--- src/rtl/instr_encoder.sv ---
// Packs decoded RV32I fields plus a full 32-bit immediate into an instruction word.
// Each encodable word is queued with its instruction-memory write address.
module instr_encoder #(
  parameter int unsigned DEPTH     = 4,
  parameter logic [31:0] BASE_ADDR = 32'h0000_0000
) (
  input  logic        clk,
  input  logic        rst_n,
  input  logic        in_valid,
  output logic        in_ready,
  input  logic [2:0]  in_fmt,
  input  logic [6:0]  in_opcode,
  input  logic [4:0]  in_rd,
  input  logic [4:0]  in_rs1,
  input  logic [4:0]  in_rs2,
  input  logic [2:0]  in_funct3,
  input  logic [6:0]  in_funct7,
  input  logic [31:0] in_imm,
  input  logic        addr_clr,
  input  logic        err_clr,
  output logic        out_valid,
  input  logic        out_ready,
  output logic [31:0] out_instr,
  output logic [31:0] out_addr,
  output logic        err_sticky,
  output logic [7:0]  err_count
);

  localparam int unsigned AW = $clog2(DEPTH);
  localparam logic [AW:0]   CNT_ONE = {{AW{1'b0}}, 1'b1};
  localparam logic [AW-1:0] PTR_ONE = {{(AW-1){1'b0}}, 1'b1};

  typedef enum logic [2:0] {
    FMT_I = 3'd0,
    FMT_S = 3'd1,
    FMT_B = 3'd2,
    FMT_U = 3'd3,
    FMT_J = 3'd4,
    FMT_R = 3'd5
  } fmt_e;

  typedef struct packed {
    logic [31:0] instr;
    logic [31:0] addr;
  } entry_t;

  entry_t          mem_q [DEPTH];
  logic [AW:0]     count_q, count_d;
  logic [AW-1:0]   wr_ptr_q, wr_ptr_d;
  logic [AW-1:0]   rd_ptr_q, rd_ptr_d;
  logic [31:0]     addr_q, addr_d;
  logic            err_sticky_q, err_sticky_d;
  logic [7:0]      err_count_q, err_count_d;

  fmt_e            fmt;
  logic [31:0]     packed_instr;
  logic            legal;
  logic            accept;
  logic            push;
  logic            pop;

  assign fmt = fmt_e'(in_fmt);

  // NOTE: every always_comb output gets a default first, so no path can infer a latch.
  always_comb begin
    packed_instr = '0;
    legal        = 1'b0;
    case (fmt)
      FMT_I: begin
        packed_instr = {in_imm[11:0], in_rs1, in_funct3, in_rd, in_opcode};
        legal        = (&in_imm[31:11]) | ~(|in_imm[31:11]);
      end
      FMT_S: begin
        packed_instr = {in_imm[11:5], in_rs2, in_rs1, in_funct3, in_imm[4:0], in_opcode};
        legal        = (&in_imm[31:11]) | ~(|in_imm[31:11]);
      end
      FMT_B: begin
        packed_instr = {in_imm[12], in_imm[10:5], in_rs2, in_rs1, in_funct3,
                        in_imm[4:1], in_imm[11], in_opcode};
        legal        = ((&in_imm[31:12]) | ~(|in_imm[31:12])) & ~in_imm[0];
      end
      FMT_U: begin
        packed_instr = {in_imm[31:12], in_rd, in_opcode};
        legal        = ~(|in_imm[11:0]);
      end
      FMT_J: begin
        packed_instr = {in_imm[20], in_imm[10:1], in_imm[11], in_imm[19:12], in_rd, in_opcode};
        legal        = ((&in_imm[31:20]) | ~(|in_imm[31:20])) & ~in_imm[0];
      end
      FMT_R: begin
        packed_instr = {in_funct7, in_rs2, in_rs1, in_funct3, in_rd, in_opcode};
        legal        = 1'b1;
      end
      default: begin
        packed_instr = '0;
        legal        = 1'b0;
      end
    endcase
  end

  // DEPTH is a power of two, so the count MSB alone marks "full".
  assign in_ready  = ~count_q[AW];
  assign out_valid = |count_q;
  assign accept    = in_valid & in_ready;
  assign push      = accept & legal;
  assign pop       = out_valid & out_ready;

  always_comb begin
    count_d      = count_q;
    wr_ptr_d     = wr_ptr_q;
    rd_ptr_d     = rd_ptr_q;
    addr_d       = addr_q;
    err_sticky_d = err_sticky_q;
    err_count_d  = err_count_q;

    case ({push, pop})
      2'b10:   count_d = count_q + CNT_ONE;
      2'b01:   count_d = count_q - CNT_ONE;
      default: count_d = count_q;
    endcase
    if (push) begin
      wr_ptr_d = wr_ptr_q + PTR_ONE;
      addr_d   = addr_q + 32'd4;
    end
    if (pop) begin
      rd_ptr_d = rd_ptr_q + PTR_ONE;
    end
    if (addr_clr) begin
      addr_d = BASE_ADDR;
    end

    if (accept && !legal) begin
      err_sticky_d = 1'b1;
      if (err_count_q != 8'hFF) begin
        err_count_d = err_count_q + 8'd1;
      end
    end
    if (err_clr) begin
      err_sticky_d = 1'b0;
      err_count_d  = 8'd0;
    end
  end

  always_ff @(posedge clk or negedge rst_n) begin
    if (!rst_n) begin
      count_q      <= '0;
      wr_ptr_q     <= '0;
      rd_ptr_q     <= '0;
      addr_q       <= BASE_ADDR;
      err_sticky_q <= 1'b0;
      err_count_q  <= 8'd0;
    end else begin
      count_q      <= count_d;
      wr_ptr_q     <= wr_ptr_d;
      rd_ptr_q     <= rd_ptr_d;
      addr_q       <= addr_d;
      err_sticky_q <= err_sticky_d;
      err_count_q  <= err_count_d;
    end
  end

  // NOTE: the storage array is deliberately not reset; count_q gates every read, so stale words never escape.
  always_ff @(posedge clk) begin
    if (push) begin
      mem_q[wr_ptr_q] <= '{instr: packed_instr, addr: addr_q};
    end
  end

  assign out_instr  = out_valid ? mem_q[rd_ptr_q].instr : 32'd0;
  assign out_addr   = out_valid ? mem_q[rd_ptr_q].addr  : 32'd0;
  assign err_sticky = err_sticky_q;
  assign err_count  = err_count_q;

endmodule

--- config.mk ---
export PLATFORM = sky130hd
export DESIGN_NAME = instr_encoder
export DESIGN_NICKNAME = d
export VERILOG_FILES = /design/src/rtl/instr_encoder.sv
export SDC_FILE = /design/constraint.sdc
export NUM_CORES = 1
export LEC_CHECK = 0
export BUFFER_PORTS_ARGS = -buffer_cell sky130_fd_sc_hd__buf_4
export CORE_UTILIZATION = 52
export CTS_CLUSTER_DIAMETER = 80
export CTS_CLUSTER_SIZE = 24
export DETAILED_ROUTE_END_ITERATION = 7
export PLACE_DENSITY_LB_ADDON = 0.1
export SKIP_CTS_REPAIR_TIMING = 1
export SYNTH_ARGS = -nofsm -noshare
export SYNTH_HDL_FRONTEND = slang
export SYNTH_SLANG_ARGS = --single-unit
--- constraint.sdc ---
create_clock -name clk -period 3.9 [get_ports clk]
set_input_delay 0.39 -clock clk [delete_from_list [all_inputs] [get_ports clk]]
set_output_delay 0.39 -clock clk [all_outputs]
set_load 0.02 [all_outputs]
# Word-level counts from Yosys, hierarchy flattened
# Memories as Yosys holds them, arrays and structs flattened.
# Cells that the tools add are included.
[totals]
ram_bits = 256
romBits = 0
regBits = 48
latchBits = 0
mem_count = 1
out_inout_bits = 75
in_bits = 73
elab_cells = 66
[mem_list]
columns = ["name", "depth", "word_bits", "read_ports", "rd_ports_with_merged_regs", "write_ports", "line_no", "source"]
rows = [
  ["mem_q", 4, 64, 1, 0, 1, "47", "entry_t mem_q [DEPTH];"],
]
[classes]
bitwise = 14
n_div = 0
n_lt_le_gt_ge = 0
mux = 14
mul = 0
n_reduce_logical = 17
n_addsub = 6
n_eq_ne = 8
shifts = 0
[ops]
columns = ["operator", "n"]
rows = [
  ["$pmux W32 S6", 1],
  ["$mux W32", 4],
  ["$add A32 B3 Y32 const B", 1],
  ["$mux W8", 3],
  ["$reduce_or A12 Y1", 2],
  ["$reduce_and A21 Y1", 1],
  ["$reduce_or A21 Y1", 1],
  ["$reduce_and A20 Y1", 1],
  ["$reduce_or A20 Y1", 1],
  ["$reduce_and A12 Y1", 1],
  ["$add A8 B1 Y8 const B", 1],
  ["$ne A8 B8 Y1 const B", 1],
  ["$reduce_bool A2 Y1", 4],
  ["$eq A3 B2 Y1 const B", 2],
  ["$eq A3 B3 Y1 const B", 2],
  ["$not A1 Y1", 6],
  ["$pmux W3 S2", 1],
  ["$and A1 B1 Y1", 5],
  ["$pmux W1 S5", 1],
  ["$add A2 B1 Y2 const B", 2],
  ["$mux W1", 4],
  ["$add A3 B1 Y3 const B", 1],
  ["$eq A3 B1 Y1 const B", 1],
  ["$logic_not A3 Y1", 1],
  ["9 further kinds", 11],
]

# Longest topological paths before layout
[depth]
word_depth = 9
ltp_mapped = 14
mapped_depth_nobuf = 11

# Least setup slack after synthesis
# Ideal clock, no wire load.
[synth_timing]
path_kind = "input -> register"
start = "input port in_imm[22]"
end = "memory mem_q[0][10] (netlist bit), enable pin"
cell_stages = 7
setup_ps = 427
arrival_ps = 3498
path_buffers = 1
setup_slack_ps = -25
cell_sequence = "nor4_1 -> nand3_1 -> or3_4 -> a211oi_4 -> or2_2 -> clkbuf_1 -> and3_1"
[synth_between]
elab_chain_cells = 8
word_cells_on_any_way = 18
[synth_lines]
columns = ["element", "line_no", "source"]
rows = [
  ["start: declaration", "18", "input logic [31:0] in_imm,"],
  ["$reduce_or A20 Y1 or $reduce_or A12 Y1 (tied branches)", "80, 88", ""],
  ["$not A1 Y1 (on tied branches)", "80, 88", ""],
  ["$or A1 B1 Y1 (on tied branches)", "80, 88", ""],
  ["$and A1 B1 Y1 (on tied branches)", "80, 88", ""],
  ["$pmux W1 S5 (*)", "68", "case (fmt)"],
  ["$and A1 B1 Y1 (*)", "105", "assign push = accept & legal;"],
  ["$mux W1 (*)", "164", "if (push) begin"],
  ["$mux W1 (not written as such) (*)", "165", "mem_q[wr_ptr_q] <= '{instr: packed_instr, addr: addr_q};"],
  ["end: declaration", "47", ""],
]
# Mark *: on every way between the ends. The rest lies on a longest branch, timed or not.

# Final worst setup path
[layout_timing]
start = "input port in_imm[22]"
end = "memory mem_q[2][46] (netlist bit), enable pin"
# The elaborated chain is that of the path after synthesis.

==> flow_metrics.env <==
export IMPL_cts_root_buf="clkbuf_16"
export IMPL_grt_first_pass_wirelength_mm=42.13
export IMPL_grt_max_degree=65
export IMPL_layout_setup_ws_ns=0.8693
export IMPL_clk_pin_slew_worst_paths_ns=0.09
export IMPL_clock_sinks=294
export IMPL_setup_viol=0
export IMPL_place_congestion=0.8802
export IMPL_final_core_util_pct=62.01
export IMPL_end_kind="flip-flop"
export IMPL_final_common_cell="edfxtp_1"
export IMPL_synth_seq_cells=294
export IMPL_pin_count=148
export IMPL_startpoint_type="input pin"
export IMPL_r2r_start="addr_q[6]"
export IMPL_final_nets=1014
export IMPL_initial_core_util_pct=53.50
export IMPL_grt_use_total_pct=22.31
export IMPL_whs_ns=0.1334
export IMPL_syn_to_final_growth_pct=15.90
export IMPL_synth_cell_type_count=52
export IMPL_clk_insertion_delay_late_ns=0.49
export IMPL_hpwlAfterDp_mm=17.84
export IMPL_die_area_um2=25000
export IMPL_async_flop_share_pct=15.65
export IMPL_period_needed_ns=3.031
export IMPL_design_core_area_um2=23680
export IMPL_switching_share_pct=31.03
export IMPL_powerDensity_nw_per_um2=565.5
export IMPL_ff2ff_path_depth=7
export IMPL_cp_max_fo=16
export IMPL_leakagePower_nw=5.204
export IMPL_cell_internal_pwr_mw=5.728
export IMPL_tns_ns=0
export IMPL_drive_above_1_share_pct=27.25
export IMPL_instances_no_fill=1262
export IMPL_tightestPinTransition_ns=0.9729
export IMPL_dpl_cell_area_um2=14200
export IMPL_drc=0
export IMPL_max_slew_margin_rel_pct=34.85
export IMPL_grt_ovfl_total=0
export IMPL_status="complete, no violations"
export IMPL_clock_skew_ns=0.01259
export IMPL_cts_tree="yes"
export IMPL_min_from="err_clr"
export IMPL_dr_pass1_iters=7
export IMPL_numPortBuffers=145
export IMPL_grt_pass1_vias=7781
export IMPL_synth_cells=798
export IMPL_grt_antenna_before_repair=0
export IMPL_seqPwrFrac_pct=44.0
export IMPL_synth_area_um2=12670
export IMPL_rsz0062_at_grt="false"
export IMPL_drv_slew=0
export IMPL_yosys_warnings=0
export IMPL_power_frac_comb_pct=34.6
export IMPL_finalInstanceArea_um2=14690
export IMPL_synth_flop_cell="edfxtp_1"
export IMPL_max_freq_mhz=330.0
export IMPL_ir_drop_mv=0.5168
export IMPL_ant_nets=0
export IMPL_dieHeight_um=158.1
export IMPL_hold_path_depth=2
export IMPL_htreeDepth=1
export IMPL_ys_seq_area_share_pct=67.86
export IMPL_synth_edf_count=248
export IMPL_n_antenna_cell=0
export IMPL_clock_path_buffers=3
export IMPL_synth_area_per_cell_um2=15.88
export IMPL_drtIter0Drc=727
export IMPL_routedWlPerCell_um=21.53
export IMPL_num_vias=7643
export IMPL_drv_cap=0
export IMPL_final_cell_mix="edfxtp_1, buf_4, and2_1, mux4_2, dfrtp_1"
export IMPL_min_path_type="in2reg"
export IMPL_cts_made_buffers=16
export IMPL_crit_required_ns=4.08
export IMPL_pre_cts_slack_ns=0.3993
export IMPL_die_w_um=158.1
export IMPL_placementRows=56
export IMPL_place_inst=1233
export IMPL_vias_per_cell=6.056
export IMPL_wl_mm=27.17
export IMPL_crit_type="in2reg"
export IMPL_fin_crit_sh_pct=77.71
export IMPL_total_power_mw=8.305
export IMPL_crit_start="in_imm[22]"
export IMPL_worstPathArrival_ns=3.21
export IMPL_clockPowerShare_pct=21.4
export IMPL_p_switching_mw=2.577
export IMPL_finalHoldViolations=0
worst paths after layout:
path                                end  slack, ns
hold reg to reg              count_q[0]       0.47
min in group asynchronous     addr_q[6]       0.45
hold / removal             err_count[2]       0.13
setup / recovery           mem_q[2][46]       0.87
max in group asynchronous   rd_ptr_q[0]       2.99
setup reg to reg             addr_q[26]       1.40
critical path, stage by stage:
cell      delay, ns
buf_4          0.12
nor4_1         0.42
nand3_1        0.19
or3_4          0.41
a211oi_4       0.45
or2_2          0.36
and3_2         0.50
buf_4          0.36
power by group through the flow:
stage               clock network (mW)  logic (mW)  registers, mW
finish                            1.78        2.87           3.65
global route                      1.92        3.07           3.68
CTS                               1.83        2.92           3.66
detailed placement                   0        2.91           3.73
global placement                     0        2.89           3.73
floorplan                            0        1.91           3.60
state kept, by name, indices dropped and copies added (netlist names):
signal,count
addr_q,30
mem_q,248
err_count,8
err_sticky,1
count_q,3
wr_ptr_q,2
rd_ptr_q,2
cells in the mapped netlist, drive strengths merged (4+ instances only):
cell type / number / area share, %
edfxtp: 248 / 59
and2: 73 / 3.6
mux4: 62 / 11
dfrtp: 46 / 9.1
a21oi: 42 / 1.7
clkbuf: 35 / 1.0
o21ai: 31 / 1.3
nand2: 29 / 0.86
a22oi: 20 / 1.2
o22ai: 20 / 0.99
nand3: 18 / 0.71
or3: 17 / 0.88
nor2: 15 / 0.44
or4: 15 / 0.89
and3: 13 / 0.64
mux2i: 13 / 1.0
o31ai: 13 / 0.77
buf: 11 / 0.45
inv: 10 / 0.30
nand4: 9 / 0.44
ha: 7 / 0.69
nor4: 7 / 0.39
xnor2: 6 / 0.41
nor3: 4 / 0.16
o211ai: 4 / 0.28
xor2: 4 / 0.28
metal layers:
metal	vias up	global-route usage (%)	share of wire (%)
met5	-	0	0
li1	3419	-	-
met2	304	37.97	50
met4	0	7.234	2.4
met1	3861	30.39	42
met3	59	2.190	5.6
cell type report:
class | instances | area [um^2]
fillers | 1781 | 8997
flip-flops and latches | 294 | 8603
multi-input cells | 448 | 3856
repair buffers | 162 | 1306
clock buffers | 26 | 459.2
well taps | 319 | 399.1
inverters | 11 | 41.29
clock inverters | 2 | 20.02
kinds of logic after synthesis:
group           synth area share [%]
flops                          67.86
simple gates                   9.786
compound gates                 6.744
mux                            12.22
buf+inv                        1.817
xor+xnor                      0.6912
fa+ha+maj                     0.8492
other cells                  0.02960
(Power assumes the default switching activity.)
